--- src/rtl/clk_en_sched.sv ---
// Clock-enable scheduler: CH_NUM single-cycle strobes from one clock, each with
// its own divide ratio and start phase, started and stopped under software control.
module clk_en_sched #(
   parameter int CH_NUM  = 4,
   parameter int DIV_W   = 16,
   parameter int DEF_DIV = 9,
   parameter int CH_W    = 2
) (
   input  logic              clk,
   input  logic              rst_n,
   input  logic              cfg_vld,
   output logic              cfg_rdy,
   input  logic [CH_W-1:0]   cfg_ch,
   input  logic [DIV_W-1:0]  cfg_div,
   input  logic [DIV_W-1:0]  cfg_phase,
   output logic              cfg_err,
   input  logic              run_req,
   input  logic              stop_req,
   output logic              running,
   output logic [CH_NUM-1:0] clk_en,
   output logic [15:0]       epoch_cnt
);

   typedef enum logic [1:0] {IDLE, SYNC, RUN, STOP} state_t;

   state_t                         r_state;
   logic [CH_NUM-1:0][DIV_W-1:0]   r_div;
   logic [CH_NUM-1:0][DIV_W-1:0]   r_phase;
   logic [CH_NUM-1:0][DIV_W-1:0]   r_cnt;
   logic [CH_NUM-1:0]              r_en;
   logic                           r_err;
   logic [15:0]                    r_epoch;

   logic             w_cfg_fire;
   logic             w_ch_ok;
   logic [DIV_W-1:0] w_phase;
   logic             w_cnt0_zero;

   assign cfg_rdy     = (r_state == IDLE);
   assign running     = (r_state != IDLE);
   assign w_cfg_fire  = cfg_vld && cfg_rdy;
   assign w_ch_ok     = (32'(cfg_ch) < 32'(CH_NUM));
   // A phase beyond the period would only delay the first strobe past a full cycle.
   assign w_phase     = (cfg_phase > cfg_div) ? cfg_div : cfg_phase;
   assign w_cnt0_zero = (r_cnt[0] == '0);
   assign clk_en      = r_en;
   assign cfg_err     = r_err;
   assign epoch_cnt   = r_epoch;

   always_ff @(posedge clk or negedge rst_n) begin
      if (!rst_n) begin
         r_state <= IDLE;
         r_err   <= 1'b0;
         r_epoch <= '0;
      end else begin
         case (r_state)
            IDLE: begin
               if (w_cfg_fire && !w_ch_ok) r_err <= 1'b1;
               if (run_req) begin
                  r_state <= SYNC;
                  r_err   <= 1'b0;
                  r_epoch <= '0;
               end
            end
            SYNC: r_state <= RUN;
            RUN: begin
               if (w_cnt0_zero) r_epoch <= r_epoch + 16'd1;
               if (stop_req) r_state <= STOP;
            end
            STOP: begin
               // Leave on the edge that launches the final channel-0 strobe.
               if (w_cnt0_zero) begin
                  r_epoch <= r_epoch + 16'd1;
                  r_state <= IDLE;
               end
            end
            default: r_state <= IDLE;
         endcase
      end
   end

   always_ff @(posedge clk or negedge rst_n) begin
      if (!rst_n) begin
         r_div   <= {CH_NUM{DIV_W'(DEF_DIV)}};
         r_phase <= '0;
         r_cnt   <= '0;
         r_en    <= '0;
      end else begin
         for (int i = 0; i < CH_NUM; i++) begin
            if (w_cfg_fire && (32'(cfg_ch) == i)) begin
               r_div[i]   <= cfg_div;
               r_phase[i] <= w_phase;
            end
            case (r_state)
               SYNC: begin
                  r_cnt[i] <= r_phase[i];
                  r_en[i]  <= 1'b0;
               end
               RUN, STOP: begin
                  if (r_cnt[i] == '0) begin
                     r_en[i]  <= 1'b1;
                     r_cnt[i] <= r_div[i];
                  end else begin
                     r_en[i]  <= 1'b0;
                     r_cnt[i] <= r_cnt[i] - DIV_W'(1);
                  end
               end
               default: r_en[i] <= 1'b0;
            endcase
         end
      end
   end

endmodule

--- config.mk ---
export PLATFORM = sky130hd
export DESIGN_NAME = clk_en_sched
export DESIGN_NICKNAME = d
export VERILOG_FILES = /design/src/rtl/clk_en_sched.sv
export SDC_FILE = /design/constraint.sdc
export NUM_CORES = 1
export LEC_CHECK = 0
export ABC_CLOCK_PERIOD_IN_PS = 2670
export CELL_PAD_IN_SITES_DETAIL_PLACEMENT = 1
export CELL_PAD_IN_SITES_GLOBAL_PLACEMENT = 1
export CORE_MARGIN = 5
export CORE_UTILIZATION = 45
export DETAILED_ROUTE_END_ITERATION = 8
export PLACE_DENSITY = 0.78
export SETUP_SLACK_MARGIN = 0.3
export SYNTH_ARGS = -nofsm -noshare
export SYNTH_HDL_FRONTEND = slang
export SYNTH_SLANG_ARGS = --single-unit
--- constraint.sdc ---
create_clock -name clk -period 2.67 [get_ports clk]
set_clock_uncertainty 0.1 [all_clocks]
set_input_delay 0.6675 -clock clk [delete_from_list [all_inputs] [get_ports clk]]
set_output_delay 0.6675 -clock clk [all_outputs]
set_load 0.01 [all_outputs]
== Word-level counts from Yosys, hierarchy flattened ==
Cells that the tools add are included.

* Register bits after elaboration: 214
* Bits of input ports: 39
* Output and inout port bits: 23
* Word-level logic and storage cells: 72

* Add/sub/neg operators: 5
* Magnitude comparators: 1
* Eq/ne operators: 10
* Muxes and demuxes: 24
* Reduce and logical (&&, ||, !) cells: 17

{| class="wikitable"
|+ Operator list
! kind !! number
|-
| $pmux 16 s2 || 5
|-
| $mux 16 || 7
|-
| $logic_not 16->1 || 4
|-
| $sub 16x1->16 const B || 4
|-
| $add 16x1->16 const B || 1
|-
| $gt 16x16->1 || 1
|-
| $eq 2x2->1 const B || 4
|-
| $mux 1 || 8
|-
| $pmux 2 s4 || 1
|-
| $mux 2 || 3
|-
| $reduce_and 3->1 || 2
|-
| $reduce_bool 2->1 || 3
|-
| $logic_and 1x1->1 || 5
|-
| $eq 2x1->1 const B || 2
|-
| $logic_not 2->1 || 2
|-
| $ne 2x1->1 const B || 2
|-
| $ne 2x2->1 const B || 2
|-
| $reduce_or 2->1 || 1
|}

== Depth between registers and ports, before layout ==
* Depth after elaboration: 4
* Mapped depth: 10
* Depth with buffers taken out: 8

== Worst setup path after synthesis ==
OpenSTA, ideal clock, no wires.

* Path type: input -> register
* Start: in cfg_div[5]
* End: reg r_phase[24] (netlist name)
* Setup time: 137 ps
* Arrival time: 2,589 ps
* Path slack: -156 ps
* Stages: 9
* Path through: inv_1 -> ha_1 -> a21oi_1 -> o21ai_0 -> a221o_1 -> o31ai_4 -> buf_4 -> mux2i_1 -> a21oi_1

* Word-level cells in the longest chain between the ends: 2

{| class="wikitable"
|+ Ends and longest elaborated chain
! what !! line !! text
|-
| start, declared || 14 || <nowiki>input logic [DIV_W-1:0] cfg_div,</nowiki>
|-
| $gt 16x16->1 || 44 || <nowiki>assign w_phase = (cfg_phase > cfg_div) ? cfg_div : cfg_phase;</nowiki>
|-
| $mux 16 || 44 ||
|-
| end signal, assigned by index || 92 || <nowiki>r_phase[i] <= w_phase;</nowiki>
|-
| end, declared || 28 || <nowiki>logic [CH_NUM-1:0][DIV_W-1:0] r_phase;</nowiki>
|}

Every way passes these cells.
A chain may end at the register's enable or synchronous reset.

== Worst setup path in the final report ==
* Start: in cfg_div[7]
* End: reg r_phase[11] (netlist name)

Same word-level chain as after synthesis.

==> out/metrics.yaml <==
routing:
  num_vias: 10149
  drc: 0
  vias_per_cell: 6.19
  dr.pass1.iters: 5
  ant_nets: 0
  wl_um: 42500
  routedWlPerCell_um: 25.9
  drt_iter0_markers: 966
global_route:
  grt_max_degree: 70
  antenna_found_initial: 1
  grt_first_pass_wirelength_um: 63700
  grt_overflow: 0
  grt_pass1_vias: 10426
  grt_use_total: 0.292
timing:
  setup_viol: 0
  fin_crit_ns: 2.58
  worst_pin_slew_ns: 0.616
  relSlewSlack: 0.590
  fmax_ghz: 0.388
  rsz0062_at_grt: "true"
  slew_viol_final: 0
  hold_viol_final: 0
  post-route-period-util: 0.966
critical_path:
  startpoint_type: "primary input"
  crit_path_cell_trace: "buf_4 > inv_4 > ha_4 > a21oi_2 > o21ai_1 > a221o_1 > o31ai_4 > buf_6 > buf_12 > buf_8 > mux2i_4 > a21oi_1"
  crit_required_ns: 2.96
  crit_slowest_cell: "a221o_1"
  reg2reg_depth: 6
  rr_endpoint: "r_cnt[14]"
  rr_startpoint: "r_cnt[7]"
  critPathCaptureType: "register"
  crit_fanout: 6
  setup.reg_to_reg.worst_slack_ns: 0.31
  arrival_ns: 2.87
  cpPeakStageDelay_ns: 0.40
  crit_type: "in -> reg"
logic_synthesis:
  synth_seq_cells: 214
  synth-async-reset-ratio: 1.00
  syn-num-nets: 1214
  netlist_instances: 1147
  synthTopCellsByArea: "dfrtp_1 47%, a21oi_1 7.9%, mux2_2 6.5%"
  synth_compound_area_frac: 0.188
  yosysTopAreaCell: "dfrtp_1"
  synth_mux_area_frac: 0.0801
  yosysSeqAreaShare: 0.488
  yosysUniqueCellTypes: 67
  yosys_warnings: 0
  syn_area_um2: 11000
  synth_edf_count: 0
  synth.avg_cell_area_um2: 9.58
  synth_top_family_by_area: "compound AO/OA/AOI/OAI gates"
  synth_flop_cell: "dfrtp_1"
  synthSimpleGateAreaFrac: 0.157
  synth_xor_area_frac: 0.0151
  synthAdderAreaFrac: 0.0319
  yosysTopAreaCellShare: 0.469
clock_tree:
  clock_path_buffers: 3
  htree_levels: 1
  clk_latency_ns: 0.53
  cts_tree: "built"
  cts_sinks: 214
  hold_buffers: 0
  cts-root-buf: "clkbuf_16"
  clk_pin_slew_worst_paths_ns: 0.06
  cts_made_buffers: 25
floorplan:
  core_um2: 24200
  fp.dieH_um: 166
  die_w_um: 166
  ios: 62
  die_area_um2: 27600
  fp-row-count: 57
  initial_utilization: 0.454
cells_and_area:
  drive_gt1_frac: 0.322
  antenna_cells: 0
  final_cell_area_um2: 14600
  area_growth_pct: 33.0
  final_nets: 1364
  layout.cells.non_filler: 1639
run:
  maxCapViolCount: 0
placement:
  place.port_buffers: 60
  gp_congestion: 0.855
  place_inst: 1564
  placed_area_um2: 12900
  hpwl_um: 27300
run_status:
  status: "complete, no violations"
worst_hold_path:
  min_path_type: "in -> async"
power_and_ir_drop:
  power_leakage_uw: 0.00592
  ir_drop_mv: 0.768
  power_density_nw_per_um2: 1200
through the flow:
stage / worst slack [ns] / hold slack, ns / setup TNS, ns / util / power (uW)
after global placement: -0.845 / 0.384 / -50.03 / 0.535 / 12800
after CTS: 0.253 / 0.0396 / 0 / 0.584 / 16800
after global routing: 0.0299 / 0.0531 / 0 / 0.604 / 18500
final: 0.0899 / 0.00178 / 0 / 0.604 / 17500
after floorplan: -0.0342 / 0.272 / -1.36 / - / 10500
after detailed placement: -1.05 / 0.391 / -60.87 / 0.535 / 13200
how the worst max path moves through the flow:
stage,startpoint,end,slack (ns),cells past startpoint
6_report,cfg_div[7],r_phase[11],0.09,12
2_1_floorplan,cfg_phase[14],r_phase[24],-0.03,8
4_1_cts,cfg_div[1],r_phase[11],0.25,12
3_3_place_gp,cfg_div[12],r_phase[11],-0.84,11
3_5_place_dp,cfg_div[12],r_phase[5],-1.05,11
5_1_grt,cfg_phase[14],r_phase[11],0.03,13
sequential cells by signal, summed over array words and instances, names as in the netlist:
register	count
r_cnt	64
r_div	64
r_phase	64
epoch_cnt	16
clk_en	4
r_state	2
cell usage in the layout, fill, tap and decap left out, types with 15 or more instances in the layout:
cell / n
a21oi_1: 128
buf_4: 97
a21oi_2: 43
clkbuf_16: 25
o211ai_1: 25
buf_6: 33
mux2_2: 63
nand2_1: 59
ha_4: 15
inv_1: 22
xnor2_1: 17
o21ai_0: 44
nand3_1: 26
clkdlybuf4s50_1: 25
nand4_1: 15
nor3_1: 23
dfrtp_1: 202
nor2_1: 148
area by class of cell:
cell class              instances  area, um2
flip-flops and latches        214       5370
repair buffers                190       1860
well taps                     324        405
inverters                      42        183
fillers                      2583       9560
multi-input cells             824       6030
clock inverters                 7       62.6
clock buffers                  38        704
per-layer routing:
| metal | routed length, um | GRT usage | up-vias |
|---|---|---|---|
| met1 | 17200 | 0.375 | 5201 |
| met5 | 0 | 0 | - |
| li1 | - | - | 4447 |
| met4 | 2330 | 0.127 | 0 |
| met2 | 20600 | 0.488 | 365 |
| met3 | 2360 | 0.0528 | 136 |
report_power, final:
part / switching (uW) / leakage (uW) / internal (uW)
Clock: 1430 / 0.000375 / 1910
Sequential: 1500 / 0.00254 / 4850
Combinational: 4440 / 0.00301 / 3380
kinds of logic after synthesis:
| group | Yosys count |
|---|---|
| simple gates | 358 |
| mux | 80 |
| flops | 214 |
| compound gates | 337 |
| fa+ha+maj | 28 |
| other cells | 1 |
| buf+inv | 110 |
| xor+xnor | 19 |
Yosys cell counts, drive strengths merged (4+ instances only):
cell type,count
a311oi,4
a2bb2oi,13
nor4b,4
nor2,149
dfrtp,206
or3,11
nand2,64
or2,5
or4,5
mux2,63
a21oi,173
o21a,4
and4,4
buf,7
a21o,5
o31a,5
xnor2,17
o22a,4
nor4,19
nand3,27
nor3b,6
a31oi,6
and2,4
nor3,26
a22o,6
nand2b,5
clkbuf,61
o211ai,25
o21ai,46
ha,28
and3,8
mux2i,17
o31ai,9
a211oi,9
dfstp,8
o22ai,6
o221ai,8
nand4,15
inv,42
critical path: cells and delay by family:
| kind | cells | cell delay, ns |
|---|---|---|
| multiplexers | 1 | 0.32 |
| buffers and inverters | 5 | 0.61 |
| adder cells (fa/ha/maj) | 1 | 0.21 |
| AO/OA/AOI/OAI | 5 | 1.06 |
what timing repair did:
| item | in CTS | in global routing |
|---|---|---|
| setup endpoints to repair | 89 | 112 |
| buffers inserted | 18 | 10 |
| pin swaps | 25 | 21 |
| gates cloned | 1 | 1 |
| hold endpoints to repair | 0 | 0 |
| resized for setup | 219 | 104 |
Note: power is estimated with default switching activity, not from simulation.
